File: config.mk
export PLATFORM = sky130hd
export DESIGN_NAME = dma_rd_beat_gen_flat
export DESIGN_NICKNAME = d
export VERILOG_FILES = /design/src/rtl/dma_rd_beat_gen_if.sv /design/src/rtl/dma_rd_beat_gen.sv /design/src/flat_wrapper.sv
export SDC_FILE = /design/constraint.sdc
export NUM_CORES = 1
export LEC_CHECK = 0
export BUFFER_PORTS_ARGS = -buffer_cell sky130_fd_sc_hd__buf_2
export CORE_AREA = 5 5 211 213
export DETAILED_ROUTE_END_ITERATION = 8
export DIE_AREA = 0 0 216 218
export REMOVE_ABC_BUFFERS = 1
export SYNTH_ARGS = -nofsm -noshare
export SYNTH_HDL_FRONTEND = slang
export SYNTH_SLANG_ARGS = --single-unit
File: constraint.sdc
create_clock -name clk -period 5.35 [get_ports clk]
set_clock_uncertainty 0.15 [all_clocks]
set_input_delay 0.2675 -clock clk [delete_from_list [all_inputs] [get_ports clk]]
set_output_delay 0.2675 -clock clk [all_outputs]
set_load 0.05 [all_outputs]
File: src/rtl/dma_rd_beat_gen_if.sv
// Descriptor, raw read-beat and shifter-facing output bundle for dma_rd_beat_gen.
// slave is the beat generator's view, master the driving/consuming environment.
interface dma_rd_beat_gen_if #(
   parameter int DIN_WIDTH = 256,
   parameter int LEN_W     = 16,
   parameter int DIN_BCNT  = $clog2(DIN_WIDTH/8) + 1
);
   logic                 desc_vld;
   logic                 desc_rdy;
   logic [1:0]           desc_off;
   logic [LEN_W-1:0]     desc_len;

   logic [DIN_WIDTH-1:0] rd_data;
   logic                 rd_vld;
   logic                 rd_rdy;

   logic [DIN_WIDTH-1:0] out_data;
   logic [1:0]           out_sbcnt_hdr;
   logic [DIN_BCNT-1:0]  out_bcnt;
   logic                 out_eop;
   logic                 out_vld;
   logic                 out_rdy;

   modport slave (
      input  desc_vld, desc_off, desc_len, rd_data, rd_vld, out_rdy,
      output desc_rdy, rd_rdy, out_data, out_sbcnt_hdr, out_bcnt, out_eop, out_vld
   );

   modport master (
      output desc_vld, desc_off, desc_len, rd_data, rd_vld, out_rdy,
      input  desc_rdy, rd_rdy, out_data, out_sbcnt_hdr, out_bcnt, out_eop, out_vld
   );
endinterface

File: src/rtl/dma_rd_beat_gen.sv
// Tags raw DMA read beats with header shift, byte count and eop for the realigning shifter.
// Optional stray-beat detection in IDLE is enabled by defining BEAT_GEN_STRAY_CHK_EN.
//
//   state   | meaning
//   --------+-----------------------------------------------------
//   S_IDLE  | no packet active, descriptor accepted here
//   S_FIRST | descriptor latched, waiting for the first raw beat
//   S_BODY  | first beat sent, remaining beats of the packet
module dma_rd_beat_gen #(
   parameter int DIN_WIDTH = 256,
   parameter int LEN_W     = 16
) (
   input  logic                clk,
   input  logic                rst_n,
   dma_rd_beat_gen_if.slave    bus,
   output logic                err_zero_len
`ifdef BEAT_GEN_STRAY_CHK_EN
   ,
   output logic                err_stray_beat
`endif
);
   localparam int DIN_BCNT = $clog2(DIN_WIDTH/8) + 1;
   localparam logic [LEN_W:0] BYTES_W = (LEN_W+1)'(DIN_WIDTH/8);

   typedef enum logic [1:0] {S_IDLE, S_FIRST, S_BODY} state_t;

   state_t               state_q, state_d;
   logic [1:0]           off_q, off_d;
   logic [LEN_W:0]       rem_q, rem_d;
   logic [DIN_WIDTH-1:0] out_data_q, out_data_d;
   logic [1:0]           out_sbcnt_q, out_sbcnt_d;
   logic [DIN_BCNT-1:0]  out_bcnt_q, out_bcnt_d;
   logic                 out_eop_q, out_eop_d;
   logic                 out_vld_q, out_vld_d;
   logic                 err_zero_q, err_zero_d;
`ifdef BEAT_GEN_STRAY_CHK_EN
   logic                 stray_q, stray_d;
`endif

   logic                 out_free;
   logic                 rd_rdy_w;
   logic [LEN_W:0]       cap_w;
   logic [LEN_W:0]       bcnt_w;

   // Output register frees this cycle if empty or being drained by the shifter.
   assign out_free = !out_vld_q || bus.out_rdy;

`ifdef BEAT_GEN_STRAY_CHK_EN
   assign rd_rdy_w = (state_q == S_IDLE) ? 1'b1 : out_free;
`else
   assign rd_rdy_w = (state_q != S_IDLE) && out_free;
`endif

   assign cap_w  = (state_q == S_FIRST) ? (BYTES_W - {{(LEN_W-1){1'b0}}, off_q}) : BYTES_W;
   assign bcnt_w = (cap_w < rem_q) ? cap_w : rem_q;

   always_comb begin
      state_d     = state_q;
      off_d       = off_q;
      rem_d       = rem_q;
      out_data_d  = out_data_q;
      out_sbcnt_d = out_sbcnt_q;
      out_bcnt_d  = out_bcnt_q;
      out_eop_d   = out_eop_q;
      out_vld_d   = out_vld_q;
      err_zero_d  = 1'b0;
`ifdef BEAT_GEN_STRAY_CHK_EN
      stray_d     = stray_q;
`endif

      if (out_vld_q && bus.out_rdy) begin
         out_vld_d = 1'b0;
      end

      case (state_q)
         S_IDLE: begin
            if (bus.desc_vld) begin
               if (bus.desc_len == '0) begin
                  err_zero_d = 1'b1;
               end else begin
                  off_d   = bus.desc_off;
                  rem_d   = {1'b0, bus.desc_len};
                  state_d = S_FIRST;
               end
            end
`ifdef BEAT_GEN_STRAY_CHK_EN
            if (bus.rd_vld) begin
               stray_d = 1'b1;
            end
`endif
         end
         S_FIRST, S_BODY: begin
            if (bus.rd_vld && rd_rdy_w) begin
               out_data_d  = bus.rd_data;
               out_sbcnt_d = (state_q == S_FIRST) ? off_q : 2'd0;
               out_bcnt_d  = bcnt_w[DIN_BCNT-1:0];
               out_eop_d   = (rem_q == bcnt_w);
               out_vld_d   = 1'b1;
               rem_d       = rem_q - bcnt_w;
               state_d     = (rem_q == bcnt_w) ? S_IDLE : S_BODY;
            end
         end
         default: begin
            state_d = S_IDLE;
         end
      endcase
   end

   always_ff @(posedge clk or negedge rst_n) begin
      if (!rst_n) begin
         state_q     <= S_IDLE;
         off_q       <= '0;
         rem_q       <= '0;
         out_data_q  <= '0;
         out_sbcnt_q <= '0;
         out_bcnt_q  <= '0;
         out_eop_q   <= 1'b0;
         out_vld_q   <= 1'b0;
         err_zero_q  <= 1'b0;
`ifdef BEAT_GEN_STRAY_CHK_EN
         stray_q     <= 1'b0;
`endif
      end else begin
         state_q     <= state_d;
         off_q       <= off_d;
         rem_q       <= rem_d;
         out_data_q  <= out_data_d;
         out_sbcnt_q <= out_sbcnt_d;
         out_bcnt_q  <= out_bcnt_d;
         out_eop_q   <= out_eop_d;
         out_vld_q   <= out_vld_d;
         err_zero_q  <= err_zero_d;
`ifdef BEAT_GEN_STRAY_CHK_EN
         stray_q     <= stray_d;
`endif
      end
   end

   assign bus.desc_rdy      = (state_q == S_IDLE);
   assign bus.rd_rdy        = rd_rdy_w;
   assign bus.out_data      = out_data_q;
   assign bus.out_sbcnt_hdr = out_sbcnt_q;
   assign bus.out_bcnt      = out_bcnt_q;
   assign bus.out_eop       = out_eop_q;
   assign bus.out_vld       = out_vld_q;
   assign err_zero_len      = err_zero_q;
`ifdef BEAT_GEN_STRAY_CHK_EN
   assign err_stray_beat    = stray_q;
`endif

endmodule
File: src/flat_wrapper.sv
// flat-port wrapper written by rule: the top's interface ports become plain ports
module dma_rd_beat_gen_flat 
#(
   parameter int DIN_WIDTH = 256,
   parameter int LEN_W     = 16
)
  (clk, rst_n, err_zero_len, bus_desc_vld, bus_desc_off, bus_desc_len, bus_rd_data, bus_rd_vld, bus_out_rdy, bus_desc_rdy, bus_rd_rdy, bus_out_data, bus_out_sbcnt_hdr, bus_out_bcnt, bus_out_eop, bus_out_vld);
  dma_rd_beat_gen_if #(.DIN_WIDTH(DIN_WIDTH), .LEN_W(LEN_W)) bus_i ();
  input  logic clk;
  input  logic rst_n;
  output logic err_zero_len;
  input wire logic [$bits(bus_i.desc_vld)-1:0] bus_desc_vld;
  input wire logic [$bits(bus_i.desc_off)-1:0] bus_desc_off;
  input wire logic [$bits(bus_i.desc_len)-1:0] bus_desc_len;
  input wire logic [$bits(bus_i.rd_data)-1:0] bus_rd_data;
  input wire logic [$bits(bus_i.rd_vld)-1:0] bus_rd_vld;
  input wire logic [$bits(bus_i.out_rdy)-1:0] bus_out_rdy;
  output wire logic [$bits(bus_i.desc_rdy)-1:0] bus_desc_rdy;
  output wire logic [$bits(bus_i.rd_rdy)-1:0] bus_rd_rdy;
  output wire logic [$bits(bus_i.out_data)-1:0] bus_out_data;
  output wire logic [$bits(bus_i.out_sbcnt_hdr)-1:0] bus_out_sbcnt_hdr;
  output wire logic [$bits(bus_i.out_bcnt)-1:0] bus_out_bcnt;
  output wire logic [$bits(bus_i.out_eop)-1:0] bus_out_eop;
  output wire logic [$bits(bus_i.out_vld)-1:0] bus_out_vld;
  assign bus_i.desc_vld = bus_desc_vld;
  assign bus_i.desc_off = bus_desc_off;
  assign bus_i.desc_len = bus_desc_len;
  assign bus_i.rd_data = bus_rd_data;
  assign bus_i.rd_vld = bus_rd_vld;
  assign bus_i.out_rdy = bus_out_rdy;
  assign bus_desc_rdy = bus_i.desc_rdy;
  assign bus_rd_rdy = bus_i.rd_rdy;
  assign bus_out_data = bus_i.out_data;
  assign bus_out_sbcnt_hdr = bus_i.out_sbcnt_hdr;
  assign bus_out_bcnt = bus_i.out_bcnt;
  assign bus_out_eop = bus_i.out_eop;
  assign bus_out_vld = bus_i.out_vld;
  dma_rd_beat_gen #(.DIN_WIDTH(DIN_WIDTH), .LEN_W(LEN_W)) u_core (.clk(clk), .rst_n(rst_n), .bus(bus_i), .err_zero_len(err_zero_len));
endmodule
==> metrics.cfg <==
[routing]
drtAntennaViolNets=0
dr.max_layer_used=met5
wl_per_cell_um=15.8
wl_mm=42.5
drt_iter0_markers=988
vias_per_cell=4.47
dr.pass1.iters=5
dr_wl_met2_mm=20.8
wl_met3_mm=3.27
via_count=12000
drc_errors=0
wl_met1_mm=17.1

[synthesis]
synthTopCellsByArea=dfrtp_1, nand2_1, ha_1
synth-edff-count=0
ys_seq_area_share_pct=61.2
ys_top_cells_by_count=nand2_1, dfrtp_1, clkbuf_1
ys_types=60
syn_inst=1325
yosysWarnings=0
synth_flop_cell=dfrtp_1
synthArstFlopShare_pct=100
yosysMostFrequentCell=nand2_1
synth_top_cell_by_area=dfrtp_1
synth_top_area_share_pct=61.2
yosys_register_bits=288
syn_area_per_cell_sq_um=8.89
netlist_area_sq_um=11800

[clocking]
cts_buffers=35
post-cts-setup-buffer-count=0
cts.sinks=288
h-tree-depth=2
insertion_delay_ps=510
cts_hold_buf=275
cts_buffer_depth=3
root_buffer=clkbuf_16
cts_tree=done
clk_pin_slew_ps=60
cts_resized=0

[worst_hold_path]
hp-class=input pin to flop

[power]
combPwrFrac_pct=53.1
p_leak_nw=10.5
clkPwrFrac_pct=18.1
p_int_w=0.00615
ir_drop_v=0.000424
switchingPower_w=0.00668
power_switching_share_pct=52.1
p_seq_share_pct=28.9
cellPowerDensity_nw_per_um2=678

[timing]
max_freq_mhz=217
rsz0062_at_grt=no
final_max_slew_viol_count=0
period_needed_ps=4610
tightest_slew_ps=1020
report.final.hold_viol_count=0
setup_viol=0
fin_ws_ps=736
relSlewSlack_pct=31.9
period_share_pct=86.2

[grt]
grt_max_degree=182
grt_antenna_before_repair=1
grt_usage_pct=17.2
grt.overflow.total=0
grt_pass1_vias=12400
grt_pass1_wl_mm=66.8

[setup_path]
critPathArrivalTime_ps=4860
critPathKind=flop to flop
critPathCaptureType=flop
path_max_fanout=6
crit_required_ps=5600
critPathLaunchType=flop

[floorplan]
dieHeight_um=218
die_area_sq_um=47100
coreArea_sq_um=42500
die_x_um=216
initial_core_util_pct=27.7
ios=548
row_count=76

[place]
pre_cts_slack_ps=848
gp_congestion=0.843
placed_cells=2363
port_buffers=547
hpwl_mm=28.2

[flow_run]
maxCapViolCount=0

[final_layout]
areaGrowthSynthToFinish_pct=60.8
fin_util_pct=44.6
layout.cells.non_filler=2695
layout-drive-gt1-share_pct=29.0
fin_nets=2424

[status]
status=finished, final reports clean

## flip-flops by register name (all words and copies together), names as in the netlist
signal,count
u_core.bus.out_sbcnt_hdr,2
u_core.off_q,2
u_core.bus.out_data,256
u_core.bus.out_bcnt,6
u_core.state_q,2
u_core.err_zero_len,1
u_core.rem_q,17
u_core.bus.out_eop,1
u_core.bus.out_vld,1
## power by group through the flow
stage / logic [W] / registers, W / clock network, W
floorplan: 0.00193 / 0.00683 / 0
CTS: 0.00682 / 0.00369 / 0.00241
global route: 0.00726 / 0.00383 / 0.00249
finish: 0.00681 / 0.00370 / 0.00232
global placement: 0.00657 / 0.00368 / 0
detailed placement: 0.00665 / 0.00371 / 0
## per-layer routing
layer / track usage, % / vias to the layer above
li1: - / 5755
met1: 20.6 / 5669
met2: 29.7 / 496
met3: 5.04 / 112
met4: 5.94 / 2
met5: 0 / -
## critical path, stage by stage (launching register included)
cell and delay (ps):
dfrtp_1 400, inv_1 90, ha_1 200, nand2b_1 120, inv_1 180, ha_1 280
a2111o_1 410, o2111ai_4 360, mux2i_1 300, ha_1 210, inv_1 60, fa_1 400
a21oi_1 260, o22ai_1 260, nor2_1 370, o21ai_0 130, a221o_1 320
## stage by stage
step	total power (W)	hold slack (ps)	setup TNS (ps)	instance area, sq um
2_1_floorplan	0.00876	-178	-728340	11500
3_3_place_gp	0.0102	26.7	0	15100
3_5_place_dp	0.0104	28.3	0	15100
4_1_cts	0.0129	7.04	0	18900
5_1_grt	0.0136	44.8	0	18900
6_report	0.0128	41.8	0	18900
## cells in the final DEF, fill, tap and decap left out, drive strengths merged, types with 3 or more instances in the layout
cell type    count
nor2            18
nor3             7
buf            555
clkinv           3
mux2i            6
nand3            6
a31oi            5
a311oi           3
a211oi           4
clkinvlp         3
a21oi            8
inv             18
and2             3
and3             4
o21ai           20
clkbuf          48
nand4            3
ha              15
dfrtp          288
o31ai            3
o211ai           3
nor4             6
nand2b           3
a41oi            3
nand2          801
dlygate4sd3    275
and4             3
## cell type report
type / count / area [sq um]
inverters: 18 / 67.6
multi-input cells: 956 / 4240
fillers: 3949 / 23600
clock buffers: 48 / 1020
repair buffers: 830 / 5620
diodes: 1 / 2.50
flip-flops and latches: 288 / 7210
clock inverters: 8 / 97.6
well taps: 546 / 683
## kinds of logic after synthesis
kind of cell,after synthesis,share of synthesized area (%)
compound gates,68,4.42
xor+xnor,3,0.223
fa+ha+maj,16,1.76
buf+inv,81,2.78
flops,288,61.2
mux,8,0.701
simple gates,861,28.9
## final timing paths
| kind | slack (ps) | to | depth (start not counted) | start |
|---|---|---|---|---|
| setup / recovery | 740 | u_core.rem_q[10] | 16 | u_core.state_q[1] |
| hold / removal | 40 | u_core.rem_q[8] | 4 | bus_desc_len[8] |
| hold reg to reg | 320 | u_core.bus.out_sbcnt_hdr[1] | 2 | u_core.bus.out_sbcnt_hdr[1] |
| setup reg to reg | 740 | u_core.rem_q[10] | 16 | u_core.state_q[1] |
| max in group asynchronous | 3630 | u_core.bus.out_data[53] | 3 | rst_n |
| min in group asynchronous | 70 | u_core.bus.out_data[17] | 2 | rst_n |
No activity file was read; power rests on OpenSTA's default activity.
